### src/rtl/fifo_rd_pkg.sv
// fifo_rd_pkg: shared state type, default widths and timer sizing for the FIFO read-side drain controller.
package fifo_rd_pkg;
    typedef enum logic [1:0] {IDLE, WAIT_BUSY, WAIT_DONE, GAP} rd_state_e;
    localparam int DATA_WIDTH_DEF = 8;
    localparam int CNT_WIDTH_DEF  = 16;
    // Timer width that fits the default BUSY_TIMEOUT=16 / GAP_CYCLES=4 reload values
    localparam int TMR_W_DEF      = 4;
    // Smallest width holding max(busy_timeout, gap_cycles)-1, the largest reload value
    function automatic int tmr_width(int busy_timeout, int gap_cycles);
        int m;
        m = busy_timeout > gap_cycles ? busy_timeout : gap_cycles;
        return m > 2 ? $clog2(m) : 1;
    endfunction
endpackage

### src/rtl/fifo_rd_timer.sv
// fifo_rd_timer: loadable down-counter shared by the TX-start timeout and the inter-word gap.
// Ports: clk, rst (sync, active-high), load/load_val (load wins over dec),
//        dec (count down, saturates at 0), zero (counter is 0).
module fifo_rd_timer import fifo_rd_pkg::*; #(
    parameter int W = TMR_W_DEF
) (
    input  logic         clk,
    input  logic         rst,
    input  logic         load,
    input  logic [W-1:0] load_val,
    input  logic         dec,
    output logic         zero
);
    logic [W-1:0] cnt;

    always_ff @(posedge clk)
        if (rst)
            cnt <= '0;
        else if (load)
            cnt <= load_val;
        else if (dec && cnt != '0)
            cnt <= cnt - 1'b1;

    assign zero = cnt == '0;
endmodule

### src/rtl/fifo_rd_ctrl.sv
// fifo_rd_ctrl: read-clock-domain drain controller popping FIFO words into a UART TX.
// Ports: clk, rst (sync, active-high), en (drain enable), rd_data/empty (FIFO read side),
//        r_inc (pop strobe), tx_busy (UART busy), tx_p_data/tx_data_valid (word + strobe to TX),
//        word_cnt (completed TX words, wraps), timeout_err (sticky), clr_err (clears timeout_err).
// Optional: define FIFO_RD_GAP_EN to insert GAP_CYCLES idle cycles after every completed word.
module fifo_rd_ctrl import fifo_rd_pkg::*; #(
    parameter int DATA_WIDTH   = DATA_WIDTH_DEF,
    parameter int CNT_WIDTH    = CNT_WIDTH_DEF,
    parameter int BUSY_TIMEOUT = 16,
    parameter int GAP_CYCLES   = 4
) (
    input  logic                  clk,
    input  logic                  rst,
    input  logic                  en,
    input  logic [DATA_WIDTH-1:0] rd_data,
    input  logic                  empty,
    output logic                  r_inc,
    input  logic                  tx_busy,
    output logic [DATA_WIDTH-1:0] tx_p_data,
    output logic                  tx_data_valid,
    output logic [CNT_WIDTH-1:0]  word_cnt,
    output logic                  timeout_err,
    input  logic                  clr_err
);
    localparam int TMR_W = tmr_width(BUSY_TIMEOUT, GAP_CYCLES);
    // Timer runs reload..0 inclusive, so each wait lasts reload+1 cycles
    localparam logic [TMR_W-1:0] BUSY_LD = TMR_W'(BUSY_TIMEOUT - 1);
`ifdef FIFO_RD_GAP_EN
    localparam logic [TMR_W-1:0] GAP_LD = TMR_W'(GAP_CYCLES - 1);
`else
    localparam logic [TMR_W-1:0] GAP_LD = '0;
`endif

    rd_state_e        state;
    logic             start, to_gap, tmr_load, tmr_dec, tmr_zero;
    logic [TMR_W-1:0] tmr_val;

`ifdef FIFO_RD_GAP_EN
    assign to_gap = state == WAIT_DONE && !tx_busy;
`else
    assign to_gap = 1'b0;
`endif

    always_comb begin
        start    = state == IDLE && en && !empty && !tx_busy;
        tmr_load = start || to_gap || (state == WAIT_BUSY && tx_busy);
        tmr_val  = start ? BUSY_LD : to_gap ? GAP_LD : '0;
        tmr_dec  = state == WAIT_BUSY || state == GAP;
    end

    fifo_rd_timer #(.W(TMR_W)) u_timer (
        .clk      (clk),
        .rst      (rst),
        .load     (tmr_load),
        .load_val (tmr_val),
        .dec      (tmr_dec),
        .zero     (tmr_zero)
    );

    always_ff @(posedge clk) begin
        if (rst) begin
            state         <= IDLE;
            r_inc         <= 1'b0;
            tx_data_valid <= 1'b0;
            tx_p_data     <= '0;
            word_cnt      <= '0;
            timeout_err   <= 1'b0;
        end else begin
            r_inc         <= 1'b0;
            tx_data_valid <= 1'b0;
            // A timeout in the same cycle overrides this clear below
            if (clr_err)
                timeout_err <= 1'b0;
            case (state)
                IDLE:
                    if (start) begin
                        tx_p_data     <= rd_data;
                        r_inc         <= 1'b1;
                        tx_data_valid <= 1'b1;
                        state         <= WAIT_BUSY;
                    end
                WAIT_BUSY:
                    if (tx_busy)
                        state <= WAIT_DONE;
                    else if (tmr_zero) begin
                        timeout_err <= 1'b1;
                        state       <= IDLE;
                    end
                WAIT_DONE:
                    if (!tx_busy) begin
                        word_cnt <= word_cnt + 1'b1;
                        state    <= to_gap ? GAP : IDLE;
                    end
`ifdef FIFO_RD_GAP_EN
                GAP:
                    if (tmr_zero)
                        state <= IDLE;
`endif
                default:
                    state <= IDLE;
            endcase
        end
    end
endmodule
### config.mk
export PLATFORM = sky130hd
export DESIGN_NAME = fifo_rd_ctrl
export DESIGN_NICKNAME = d
export VERILOG_FILES = /design/src/rtl/fifo_rd_pkg.sv /design/src/rtl/fifo_rd_timer.sv /design/src/rtl/fifo_rd_ctrl.sv
export SDC_FILE = /design/constraint.sdc
export NUM_CORES = 1
export LEC_CHECK = 0
export CORE_ASPECT_RATIO = 0.5
export CORE_MARGIN = 8
export CORE_UTILIZATION = 52
export CTS_BUF_LIST = sky130_fd_sc_hd__clkbuf_8
export DETAILED_ROUTE_END_ITERATION = 8
export PLACE_DENSITY = 0.95
export SYNTH_ARGS = -nofsm -noshare
export SYNTH_HDL_FRONTEND = slang
export SYNTH_SLANG_ARGS = --single-unit
### constraint.sdc
create_clock -name clk -period 4.8 [get_ports clk]
set_clock_uncertainty 0.2 [all_clocks]
set_input_delay 0.96 -clock clk [delete_from_list [all_inputs] [get_ports clk]]
set_output_delay 0.96 -clock clk [all_outputs]
set_load 0.01 [all_outputs]
==> impl_metrics.ini <==
[run_status]
status = completed

[sta]
final_max_slew_viol_count = 0
tightest_slew_ps = 1115
setup_viol = 0
fin_tns_setup_ps = 0
setup_slack_ps = 1798
period_share_pct = 62.55
slew_headroom_pct = 25.44
whs_ps = 257.4
rsz0062_at_grt = no
clock.fmax_mhz = 333.1
min_period_ps = 3002
hold_viol = 0

[route]
wl_um = 3451
ant_nets = 0
drtPass1Iterations = 5
drc = 0
num_vias = 1297
first_iter_violations = 71
vias_per_cell = 5.294
wire_per_inst_um = 14.09

[setup_path]
crit_slowest_cell = or4_4
cp_data_arrival_time_ps = 2980
crit_chain = clkdlybuf4s50_1 -> nand4bb_4 -> or4_4 -> or3_1 -> a21oi_1
critical_path_buf_inv_count = 1
crit_required_ps = 4780
reg2reg_from = state[1]$_SDFFE_PP0P_
worstSetupPathType = input port to flop
critPathMaxFanout = 13
r2r-end = word_cnt[15]$_SDFFE_PP0P_
r2r.worst_path.cells = 4
r2r_setup_slack_ps = 2530
cp-end-kind = flop
critPathMaxStageDelay_ps = 590
path_delay_family = simple AND/OR/NAND/NOR gates
start_kind = input port

[grt]
grt_usage_pct = 15.65
grt_pass1_wl_um = 5651
grt-ovfl-total = 0
antenna_found_initial = 0
grt_max_degree = 33
grt_pass1_vias = 1211

[synthesis]
netlist_instances = 169
synth.yosys.warnings = 0
async_flop_share_pct = 0
ys_types = 31
yosys.area.top_type = dfxtp_1
synth_top_area_share_pct = 45.55
synth_nets = 185
syn_avg_cell_area_sq_um = 8.322
ys_seq_area_share_pct = 45.55
ys_dominant_reg_cell = dfxtp_1
mappedNetlistArea_sq_mm = 0.001406
synth_edf_count = 0
synth_area_leaders = dfxtp_1, a21oi_1, nand2_1
ys_seq_elements = 32

[power_and_ir_drop]
irDropWorstVdd_uv = 138.1
power-per-cell-area_mw_per_mm2 = 298.4
total_leakage_power_nw = 0.6114

[clock_tree]
cts_tree = yes
clock_latency_ps = 290
cts_resized = 0
root_buffer = clkbuf_8
numCtsBuffers = 5
clk_pin_slew_ps = 70
cts.sinks = 32
htreeDepth = 2
cts_hold_buf = 0
post_cts_buffers = 0
cts_buffer_depth = 2

[floorplanning]
io_pins = 41
start_util_pct = 54.38
chipHeight_um = 52.78
fp-row-count = 13
core_area_sq_mm = 0.002586
die_w_um = 89.55
dieArea_sq_mm = 0.004726

[min_path]
hp-start = tx_p_data[0]$_SDFFE_PP0P_
hold_depth = 2
hp-class = flop to flop
hold_end = tx_p_data[0]$_SDFFE_PP0P_

[job]
maxCapViolCount = 0

[layout]
n_antenna_cell = 0
final_area_sq_mm = 0.001918
final_cells = 245
nets = 223
drive_gt1_share_pct = 5.769
syn_to_final_growth_pct = 36.39

[place]
dp_slack_ps = 1555
globalplace.congestion = 0.7666
place_area_sq_mm = 0.001807
dpl.cell_count = 237
detailed_place_hpwl_um = 2417
portBuffers = 40
==> registers in the layout, summed over array words and instances (netlist names) <==
signal,flops
state,2
tx_p_data,8
u_timer.cnt,4
timeout_err,1
tx_data_valid,1
word_cnt,16
==> cell families after synthesis <==
| family | synth area share (%) |
|---|---|
| compound gates | 10.59 |
| xor+xnor | 6.851 |
| fa+ha+maj | 1.779 |
| buf+inv | 5.427 |
| flops | 45.55 |
| mux | 0.7118 |
| simple gates | 29.09 |
==> routing by layer <==
metal	vias to the layer above	share of wire [%]	wire length (um)	GRT usage, %
met2	45	52	1792	27.48
met5	-	0	0	0
met1	595	41	1415	17.32
met3	4	5.9	202	4.375
li1	653	-	-	-
met4	0	1.2	40	7.357
==> where the power goes <==
part | switching, mW | total (mW) | internal (mW)
Clock | 0.101 | 0.255 | 0.153
Combinational | 0.0196 | 0.0424 | 0.0227
Sequential | 0.00470 | 0.275 | 0.271
Total | 0.126 | 0.572 | 0.447
==> how the worst max path moves through the flow <==
stage	startpoint	end	slack, ps	cells after the start
finish	tx_busy	word_cnt[15]$_SDFFE_PP0P_	1800	5
global route	tx_busy	word_cnt[15]$_SDFFE_PP0P_	1740	5
CTS	tx_busy	word_cnt[15]$_SDFFE_PP0P_	1810	5
detailed placement	tx_busy	word_cnt[15]$_SDFFE_PP0P_	1550	5
global placement	tx_busy	word_cnt[13]$_SDFFE_PP0P_	1680	5
floorplan	tx_busy	word_cnt[15]$_SDFFE_PP0P_	2390	4
==> layout make-up <==
cell class / instances / area [sq um]
clock buffer: 5 / 68.82
tap: 37 / 46.29
fill: 180 / 668.1
multi-input combinational: 120 / 689.4
sequential: 32 / 640.6
inverter: 8 / 30.03
clock inverter: 3 / 42.54
timing repair buffer: 40 / 400.4
==> cell usage after synthesis, drive strengths merged (2+ instances only) <==
master	count
a21oi	18
and3	2
buf	3
clkbuf	6
dfxtp	32
ha	2
inv	8
nand2	24
nand2b	2
nand3	7
nand4	5
nor2	15
nor2b	2
nor3	4
nor3b	2
nor4	5
o21ai	7
or3	5
xnor2	9
xor2	2
==> through the flow <==
stage                     power, mW  utilization (%)
after detailed placement     0.3227            69.86
after floorplan              0.3022                -
after global routing         0.5938            74.17
after CTS                    0.5759            74.17
final                        0.5724            74.17
after global placement       0.3212            69.86
==> layout by cell type (no fill, tap or decap) <==
master           count
nand2b_1             2
xor2_1               2
or3b_2               1
a31oi_1              1
clkinvlp_4           1
clkbuf_8             5
or2_2                1
nor3_1               4
nand3_1              7
a221oi_1             1
or3_1                5
nor4_1               5
nand3b_1             1
nor3b_1              2
nand2_1             24
mux2i_1              1
nand4_1              5
nand4bb_4            1
bufinv_16            1
nor2b_1              2
a32oi_1              1
a21oi_1             18
or4_4                1
nor2_1              15
inv_1                8
and3_1               2
clkdlybuf4s50_1     40
xnor2_1              9
ha_1                 2
dfxtp_1             32
clkinv_2             1
o21ai_0              7
==> worst min-delay path, stage by stage (launching register included) <==
cell and delay [ps]:
dfxtp_1 310, nand2_1 50, a21oi_1 50
No activity file was read; power rests on OpenSTA's default activity.
